## src/rtl/regfile_arb_pkg.sv

```systemverilog
// Shared definitions for the register-file write arbiter: FSM state encodings,
// grant IDs and the collision counter width.
package regfile_arb_pkg;

  typedef enum logic [1:0] {
    IDLE    = 2'd0,
    ISSUE_A = 2'd1,
    ISSUE_B = 2'd2
  } state_t;

  typedef enum logic {
    GNT_A = 1'b0,
    GNT_B = 1'b1
  } gnt_t;

  localparam int CNT_W = 8;

endpackage

```

## src/rtl/rr_arbiter2.sv

```systemverilog
// Two-way round-robin priority: on a tie the requester that did not win last
// time gets the grant; otherwise the single eligible requester wins.
module rr_arbiter2
  import regfile_arb_pkg::*;
(
  input  logic a_elig,
  input  logic b_elig,
  input  gnt_t last_grant,
  output logic gnt_valid,
  output gnt_t gnt
);

  always_comb begin
    gnt_valid = a_elig | b_elig;
    gnt       = GNT_A;
    if (a_elig && b_elig) begin
      gnt = (last_grant == GNT_A) ? GNT_B : GNT_A;
    end else if (b_elig) begin
      gnt = GNT_B;
    end
  end

endmodule

```

## src/rtl/regfile_write_arbiter.sv

```systemverilog
// Two-requester register-file write arbiter with registered write port and a
// saturating collision counter. Define REGARB_ZERO_SUPPRESS_EN to suppress writes to register 0.
module regfile_write_arbiter
  import regfile_arb_pkg::*;
#(
  parameter int ADDR_W = 5,
  parameter int DATA_W = 32
) (
  input  logic              clk,
  input  logic              reset,
  input  logic              a_req,
  input  logic [ADDR_W-1:0] a_addr,
  input  logic [DATA_W-1:0] a_data,
  output logic              a_ack,
  input  logic              b_req,
  input  logic [ADDR_W-1:0] b_addr,
  input  logic [DATA_W-1:0] b_data,
  output logic              b_ack,
  output logic              wr_enable,
  output logic [ADDR_W-1:0] wr_addr,
  output logic [DATA_W-1:0] wr_data,
  output logic [CNT_W-1:0]  collide_cnt
);

  state_t            state_reg;
  gnt_t              last_grant_reg;
  logic              a_elig;
  logic              b_elig;
  logic              gnt_valid;
  gnt_t              gnt;
  logic [ADDR_W-1:0] sel_addr;
  logic [DATA_W-1:0] sel_data;
  logic              wr_enable_next;

  // A requester whose ack is high this cycle still shows req; masking it stops a double write.
  assign a_elig = a_req & ~a_ack;
  assign b_elig = b_req & ~b_ack;

  assign a_ack = (state_reg == ISSUE_A);
  assign b_ack = (state_reg == ISSUE_B);

  rr_arbiter2 u_rr (
    .a_elig     (a_elig),
    .b_elig     (b_elig),
    .last_grant (last_grant_reg),
    .gnt_valid  (gnt_valid),
    .gnt        (gnt)
  );

  always_comb begin
    sel_addr = (gnt == GNT_A) ? a_addr : b_addr;
    sel_data = (gnt == GNT_A) ? a_data : b_data;
`ifdef REGARB_ZERO_SUPPRESS_EN
    wr_enable_next = |sel_addr;
`else
    wr_enable_next = 1'b1;
`endif
  end

  always_ff @(posedge clk) begin
    if (reset) begin
      state_reg      <= IDLE;
      last_grant_reg <= GNT_B;
      wr_enable      <= 1'b0;
      wr_addr        <= '0;
      wr_data        <= '0;
      collide_cnt    <= '0;
    end else begin
      if (a_elig && b_elig && (collide_cnt != '1)) begin
        collide_cnt <= collide_cnt + 1'b1;
      end
      if (gnt_valid) begin
        state_reg      <= (gnt == GNT_A) ? ISSUE_A : ISSUE_B;
        last_grant_reg <= gnt;
        wr_enable      <= wr_enable_next;
        wr_addr        <= sel_addr;
        wr_data        <= sel_data;
      end else begin
        // Address and data hold their last values while idle.
        state_reg <= IDLE;
        wr_enable <= 1'b0;
      end
    end
  end

endmodule

```

## config.mk

```make
export PLATFORM = sky130hd
export DESIGN_NAME = regfile_write_arbiter
export DESIGN_NICKNAME = d
export VERILOG_FILES = /design/src/rtl/regfile_arb_pkg.sv /design/src/rtl/rr_arbiter2.sv /design/src/rtl/regfile_write_arbiter.sv
export SDC_FILE = /design/constraint.sdc
export NUM_CORES = 1
export LEC_CHECK = 0
export BUFFER_PORTS_ARGS = -buffer_cell sky130_fd_sc_hd__buf_2
export CAP_MARGIN = 0
export CORE_MARGIN = 3
export CORE_UTILIZATION = 51
export DETAILED_ROUTE_END_ITERATION = 8
export PLACE_DENSITY = 0.86
export SLEW_MARGIN = 0
export SYNTH_ARGS = -nofsm -noshare
export SYNTH_HDL_FRONTEND = slang
export SYNTH_SLANG_ARGS = --single-unit
```

## constraint.sdc

```tcl
create_clock -name clk -period 2.05 [get_ports clk]
set_input_delay 0.205 -clock clk [delete_from_list [all_inputs] [get_ports clk]]
set_output_delay 0.205 -clock clk [all_outputs]
set_load 0.03 [all_outputs]
```

Word-level counts from Yosys, hierarchy flattened
Index checks and enable logic that the tools add are counted.
Cells by class
  multiplexer cells: 7
  equality and inequality tests: 3
  reductions and logical operators: 3
  bitwise operators: 6
  add/subtract/negate cells: 1
Operators with widths (number)
  $mux 32: 1
  $add 8x1->8 const B: 1
  $ne 8x8->1 const B: 1
  $mux 5: 1
  $mux 1: 4
  $not 1->1: 3
  $and 1x1->1: 2
  $eq 2x1->1 const B: 1
  $eq 2x2->1 const B: 1
  $logic_and 1x1->1: 2
  $mux 2: 1
  $reduce_or 2->1: 1
  $or 1x1->1: 1
Word-level totals
  register bits after elaboration: 49
  output and inout bits: 48
  input port bits: 78
  logic and storage cells: 26

Depth between registers and ports, before layout
Gate-level depths: netlist (run 1).
  depth in word-level cells: 6
  gate-level depth with buffers: 7
  mapped depth without buffers: 5

Modules after synthesis
From an unflattened synthesis (run 1), not the netlist that was laid out.
Unflattened totals
  cell total of the unflattened synthesis: 229
  area, all modules: 2158.3 um^2
Modules (own cells, without submodules)
  regfile_write_arbiter: area each 2144.6 um^2, times used 1, cells each 227, sequential area each 980.9 um^2
  rr_arbiter2: area each 13.8 um^2, times used 1, cells each 2, sequential area each 0.0 um^2

Least setup slack after synthesis (run 1)
No wires, ideal clock.
  kind: register to register
  from: register collide_cnt[0]
  to: register collide_cnt[0]
  required time: 1.929 ns
  slack: 0.514 ns
  period minus slack after synthesis: 1.536 ns
  arrival time: 1.415 ns
  path buffers: 0
  stages on the path, launching flop included: 5
  library setup time: 0.121 ns
  cells stage by stage: dfxtp_1 -> ha_1 -> and2_1 -> a21oi_1 -> mux2_2
Between the ends
  word-level cells in the longest chain between the ends: 2
  elaborated cells between the ends (all ways): 3
  classes of those cells: add/sub (1); eq/ne (1); reduce/logical (1)
RTL lines
  start: declaration: line regfile_write_arbiter.sv:22  | output logic [CNT_W-1:0] collide_cnt
  start signal: assignment: line regfile_write_arbiter.sv:70  | collide_cnt <= collide_cnt + 1'b1;
  branches (longest 2 deep; another with $add 8x1->8)
Several ways; the timed one is not identified.
A chain may end at the register's enable or synchronous reset.

Worst setup path in the final report (run 1)
  from: register state_reg[0]
  to: register wr_data[31]
Between the ends
  word-level cells in the longest chain between the ends: 6
  elaborated cells between the ends (all ways): 11
  classes of those cells: eq/ne (2); mux (3); bitwise (5); reduce/logical (1)
RTL lines
  start: declaration: line regfile_write_arbiter.sv:25  | state_t state_reg;
  start signal: assignment: line regfile_write_arbiter.sv:73  | state_reg <= (gnt == GNT_A) ? ISSUE_A : ISSUE_B;
  $eq 2x2->1 / $eq 2x1->1 (equally long branches): line regfile_write_arbiter.sv:40, regfile_write_arbiter.sv:39
  $not 1->1, on equally long branches: line regfile_write_arbiter.sv:37, regfile_write_arbiter.sv:36
  $and 1x1->1, on equally long branches: line regfile_write_arbiter.sv:37, regfile_write_arbiter.sv:36
  $mux 1 / $logic_and 1x1->1 (equally long branches): line rr_arbiter2.sv:18, rr_arbiter2.sv:16
  $mux 1: line rr_arbiter2.sv:16  | if (a_elig && b_elig) begin
  $mux 32: line regfile_write_arbiter.sv:52  | sel_data = (gnt == GNT_A) ? a_data : b_data;
  end signal: assignment: line regfile_write_arbiter.sv:77  | wr_data <= sel_data;
  end: declaration: line regfile_write_arbiter.sv:21  | output logic [DATA_W-1:0] wr_data,
Parallel ways exist; a longest one is shown, timed or not.

==> results of run 1 <==
## metal layers
layer  track usage  vias to the layer above  wire [µm]
met5             0                        -          0
met2        0.4282                      105       3757
met3       0.04402                        6        521
met1        0.2949                     1225       3152
met4       0.04899                        0         44
li1              -                     1330          -
## power by group
| part | switching, mW | internal (mW) |
|---|---|---|
| Combinational | 0.522 | 0.291 |
| Sequential | 0.0498 | 1.04 |
| Clock | 0.300 | 0.398 |
| Total | 0.871 | 1.73 |
## how the worst max path moves through the flow
stage	from	to	slack, ns
final	state_reg[0]$_SDFF_PP0_	wr_data[31]$_SDFFE_PP0P_	0.38
after global routing	state_reg[1]$_SDFF_PP0_	collide_cnt[3]$_SDFFE_PP0P_	0.22
after CTS	state_reg[0]$_SDFF_PP0_	wr_data[31]$_SDFFE_PP0P_	0.37
after detailed placement	state_reg[0]$_SDFF_PP0_	wr_data[4]$_SDFFE_PP0P_	0.39
after global placement	state_reg[1]$_SDFF_PP0_	collide_cnt[3]$_SDFFE_PP0P_	0.47
after floorplan	collide_cnt[0]$_SDFFE_PP0P_	collide_cnt[0]$_SDFFE_PP0P_	0.51
## cell families (layout without fill, tap and decap cells)
logic type | Yosys count | count (layout) | synth area share
AO/OA/AOI/OAI | 125 | 125 | 0.3564
AND/OR/NAND/NOR | 73 | 73 | 0.1733
flip-flops | 49 | 49 | 0.3528
buffers and inverters | 37 | 150 | 0.09091
multiplexers | 5 | 5 | 0.01890
adder cells (fa/ha/maj) | 1 | 1 | 0.004500
XOR/XNOR | 1 | 1 | 0.003151
## metrics by stage
stage	instance area [µm²]	worst slack [ns]	hold slack, ns
2_1_floorplan	2780	0.5144	0.3730
3_3_place_gp	3385	0.4731	0.4478
3_5_place_dp	3385	0.3937	0.4636
4_1_cts	3501	0.3704	0.1842
5_1_grt	3501	0.2199	0.1893
6_report	3501	0.3776	0.1936
## cell usage in the layout (no fill, tap or decap), drive strengths merged, types with 4 or more instances in the layout
master / netlist / final
buf: 24 / 139
dfxtp: 49 / 49
a21oi: 40 / 40
nand3: 40 / 40
o21ai: 39 / 39
a311oi: 38 / 38
nor2: 9 / 9
clkbuf: 10 / 7
nand2: 6 / 6
nand2b: 5 / 5
nor3: 4 / 4
## final cells by class
| class | count | share of cell area |
|---|---|---|
| tap | 70 | 0.02502 |
| timing repair buffer | 139 | 0.2159 |
| sequential | 49 | 0.2802 |
| clock inverter | 1 | 0.008578 |
| inverter | 3 | 0.003217 |
| multi-input combinational | 205 | 0.4425 |
| clock buffer | 7 | 0.02466 |
## critical path, stage by stage (launching register included)
cell and delay [ns]:
dfxtp_1 0.42, nand2b_4 0.18, inv_2 0.04, nand2b_2 0.20, and2_2 0.20, buf_4 0.32
a311oi_2 0.18
==> results.json, run 1 <==
{
  "hp-class": "input pin to register",
  "io_pins": 126,
  "start_util": 0.5341,
  "clock.fmax_ghz": 0.5979,
  "tightest_slew_ns": 0.6911,
  "maxSlewViolCount": 0,
  "cp.required_ns": 2.20,
  "multiInputGateArea_um2": 1549,
  "largest-register": "wr_data",
  "cts-hold-fix-buffers": 0,
  "largest_register_ffs": 32,
  "dp.cells": 466,
  "port_buffers": 125,
  "grt_pass1_vias": 2649,
  "clockBufferDepth": 2,
  "grt_pass1_wl_um": 12130,
  "grt_max_degree": 31,
  "reg.largest.list": "wr_data (32), collide_cnt (8), wr_addr (5)",
  "max-cap-violations": 0,
  "first_pass_iters": 4,
  "yosysMostFrequentCell": "dfxtp_1",
  "outcome": "completed",
  "fin_skew_ns": 0.005859,
  "grt_overflow_total": 0,
  "post-route-util": 0.6726,
  "register_area_um2": 980.9,
  "cts.repair.resized": 0,
  "setup_tns_ns": 0,
  "synth_edf_count": 0,
  "htree_levels": 2,
  "synth_cell_type_count": 38,
  "worstSetupPathType": "register to register",
  "fin_cells": 474,
  "finalSetupViolations": 0,
  "avgViaCountPerCell": 5.624,
  "r2r_slack_ns": 0.38,
  "synth.avg_cell_area_um2": 9.554,
  "hold_path_startpoint": "a_data[16]",
  "gp_congestion": 0.7469,
  "hold_depth": 3,
  "powerDensity_nw_per_um2": 743.2,
  "drt-total-wl_um": 7476,
  "startpoint_type": "register",
  "rsz0062_at_grt": "no",
  "cts_buffers": 5,
  "finalCritPeriodShare": 0.8158,
  "yosys_warnings": 0,
  "post-cts-setup-buffers": 0,
  "synth_top_area_frac": 0.3528,
  "syn_area_um2": 2780,
  "vias": 2666,
  "worstPathArrival_ns": 1.82,
  "drtIter0Drc": 201,
  "die_x_um": 79.83,
  "netlist_instances": 291,
  "nets": 482,
  "cts.sinks": 49,
  "antenna_cells": 0,
  "cts_tree": "done",
  "fp.coreArea_um2": 5205,
  "min_to": "wr_data[16]$_SDFFE_PP0P_",
  "yosys.area.top_type": "dfxtp_1",
  "r2r_end": "wr_data[31]$_SDFFE_PP0P_",
  "synthTopCellsByCount": "dfxtp_1 (49), a21oi_1 (39), a311oi_2 (31)",
  "p_leak_nw": 1.492,
  "antenna_found_initial": 0,
  "clk_pin_slew_ns": 0.09,
  "fill_cells": 464,
  "synthesis.nets": 370,
  "ys_ff_latch": 49,
  "finalHoldViolations": 0,
  "fin_total_pwr_mw": 2.602,
  "reg2reg_from": "state_reg[0]$_SDFF_PP0_",
  "die_y_um": 79.83,
  "yosysSeqAreaShare": 0.3528,
  "layout_min_cycle_time_ns": 1.672,
  "clk-insertion-delay-late_ns": 0.29,
  "wl_per_cell_um": 15.77,
  "hpwlAfterDp_um": 5510,
  "ir_drop_mv": 0.3569,
  "grt_usage": 0.2380,
  "reg2reg_depth": 6,
  "drc": 0,
  "cp-end-kind": "register",
  "synth.area.top_cells": "dfxtp_1 (35%), a311oi_2 (17%), nand3_2 (7.2%)",
  "placementRows": 26,
  "cts-root-buf": "clkbuf_8",
  "relSlewSlack": 0.5393,
  "critical_path.max_fanout": 21,
  "ys_async_sr_fraction": 0,
  "ys.flop_type": "dfxtp_1",
  "ant_nets": 0,
  "drive_gt1_frac": 0.5124,
  "die_area_um2": 6373,
  "syn_to_final_growth_pct": 25.92
}
Power figures use the tool's default switching activity.
==> inputs of run 2 (changes only) <==
Settings changed: CORE_UTILIZATION 51 to 47, PLACE_DENSITY 0.86 to 0.8.
Clock period 2.05 ns to 1.7 ns, I/O delays scaled along.
==> run 2 against run 1 <==
- clock skew about the same
- utilization shrank 4.7 points
- clock-buffer cell count down 2
- worst hold slack got worse by 0.045 ns
- routed wire length fell by 0.68%
- first-iteration DRC count is 14% lower
- combinational power rose by 21%
- via count rose by 4.6%
- sequential power up 21%
- setup slack lost 0.26 ns
- non-clock buffer count rose by 2
- highest routed layer unchanged
==> results.json, run 2 (synthesized netlist as in run 1, its figures left out) <==
{
  "placementRows": 27,
  "grt_usage": 0.2146,
  "r2r_end": "wr_data[24]$_SDFFE_PP0P_",
  "nets": 484,
  "r2r_slack_ns": 0.11,
  "avgViaCountPerCell": 5.845,
  "drt-total-wl_um": 7425,
  "startpoint_type": "register",
  "clkPwrFrac": 0.259,
  "largest-register": "wr_data",
  "setup_tns_ns": 0,
  "start_util": 0.4958,
  "wl_per_cell_um": 15.57,
  "ant_nets": 0,
  "port_buffers": 125,
  "cts_tree": "done",
  "relSlewSlack": 0.7541,
  "hpwlAfterDp_um": 5373,
  "die_y_um": 82.91,
  "grt_pass1_wl_um": 12650,
  "dp_slack_ns": 0.1374,
  "cp.required_ns": 1.86,
  "cts_buffers": 5,
  "reg.largest.list": "wr_data (32), collide_cnt (8), wr_addr (5)",
  "layout_min_cycle_time_ns": 1.587,
  "fin_skew_ns": 0.005797,
  "grt_max_degree": 40,
  "rsz0062_at_grt": "no",
  "grt_pass1_vias": 2747,
  "largest_register_ffs": 32,
  "cp-end-kind": "register",
  "vias": 2788,
  "final_cell_mix": "buf_2 (125), dfxtp_1 (49), a21oi_1 (39)",
  "post-cts-setup-buffers": 0,
  "die_x_um": 82.91,
  "cts.repair.resized": 0,
  "die_area_um2": 6874,
  "maxSlewViolCount": 0,
  "p_leak_nw": 1.496,
  "clk_pin_slew_ns": 0.09,
  "antenna_cells": 0,
  "io_pins": 126,
  "timing.hold.ws_ns": 0.1487,
  "outcome": "completed",
  "reg2reg_from": "state_reg[0]$_SDFF_PP0_",
  "p_int_mw": 2.044,
  "drive_gt1_frac": 0.5160,
  "grt_overflow_total": 0,
  "p_switching_mw": 1.061,
  "clk-insertion-delay-late_ns": 0.30,
  "powerDensity_nw_per_um2": 885.6,
  "tightest_slew_ns": 0.3684,
  "clock.fmax_ghz": 0.6300,
  "worstSetupPathType": "register to register",
  "crit_path_start": "state_reg[0]$_SDFF_PP0_",
  "finalHoldViolations": 0,
  "cts-hold-fix-buffers": 0,
  "drtIter0Drc": 172,
  "crit_end": "wr_data[24]$_SDFFE_PP0P_",
  "reg2reg_depth": 6,
  "cts-root-buf": "clkbuf_8",
  "clockBufferDepth": 2,
  "final_common_cell": "buf_2",
  "sw_frac_of_total": 0.3416,
  "htree_levels": 2,
  "cts.sinks": 49,
  "syn_to_final_growth_pct": 26.10,
  "finalSetupViolations": 0,
  "worstPathArrival_ns": 1.75,
  "fp.coreArea_um2": 5608,
  "pwr-share-comb": 0.317,
  "max-cap-violations": 0,
  "ir_drop_mv": 0.4678,
  "critical_path.max_fanout": 22,
  "hp-class": "input pin to register",
  "antenna_found_initial": 0,
  "drc": 0,
  "finalCritPeriodShare": 0.9337,
  "p_seq_frac": 0.424,
  "worst_slack_ns": 0.1128,
  "gp_congestion": 0.7839,
  "first_pass_iters": 6
}
-- run 2: critical path, cell delays in order (launching register included) --
cell      delay, ns
dfxtp_1        0.42
nand2b_4       0.18
inv_2          0.04
nand2b_2       0.14
and2_2         0.18
buf_4          0.32
a311oi_2       0.16
-- run 2: area by class of cell --
type                    count  area, µm²
flip-flops and latches     49      980.9
well taps                  72      90.09
inverters                   3      11.26
clock inverters             2      35.03
fillers                   503       2102
multi-input cells         205       1549
clock buffers               5      68.82
repair buffers            141      770.7
-- run 2: stage by stage --
stage          cell area, µm²  power [mW]  instances  utilization
2_1_floorplan            2780       2.066        291            -
3_3_place_gp             3402       2.307        470       0.6066
3_5_place_dp             3402       2.327        470       0.6066
4_1_cts                  3506       3.116        477       0.6252
5_1_grt                  3506       3.263        477       0.6252
6_report                 3506       3.105        477       0.6252
-- run 2: routing by layer --
layer	vias to the layer above	GRT usage	wire, µm
met2	121	0.3819	3673
li1	1329	-	-
met5	-	0	0
met3	15	0.05159	497
met1	1323	0.2535	3140
met4	0	0.06538	113
-- run 2: how the worst min path moves through the flow --
stage | cells after the start | slack (ns) | to | from
floorplan | 2 | 0.34 | last_grant_reg$_SDFFE_PP1P_ | a_req
global placement | 1 | 0.46 | last_grant_reg$_SDFFE_PP1P_ | last_grant_reg$_SDFFE_PP1P_
detailed placement | 1 | 0.47 | last_grant_reg$_SDFFE_PP1P_ | last_grant_reg$_SDFFE_PP1P_
CTS | 3 | 0.15 | wr_data[15]$_SDFFE_PP0P_ | a_data[15]
global route | 3 | 0.15 | wr_data[11]$_SDFFE_PP0P_ | a_data[11]
finish | 3 | 0.15 | wr_data[15]$_SDFFE_PP0P_ | a_data[15]
-- run 2: power groups by stage --
stage	Combinational (mW)	Clock (mW)	Sequential, mW
after CTS	0.987	0.812	1.32
after global routing	1.06	0.870	1.33
final	0.983	0.805	1.32
after detailed placement	0.986	0	1.34
after global placement	0.966	0	1.34
after floorplan	0.529	0	1.54
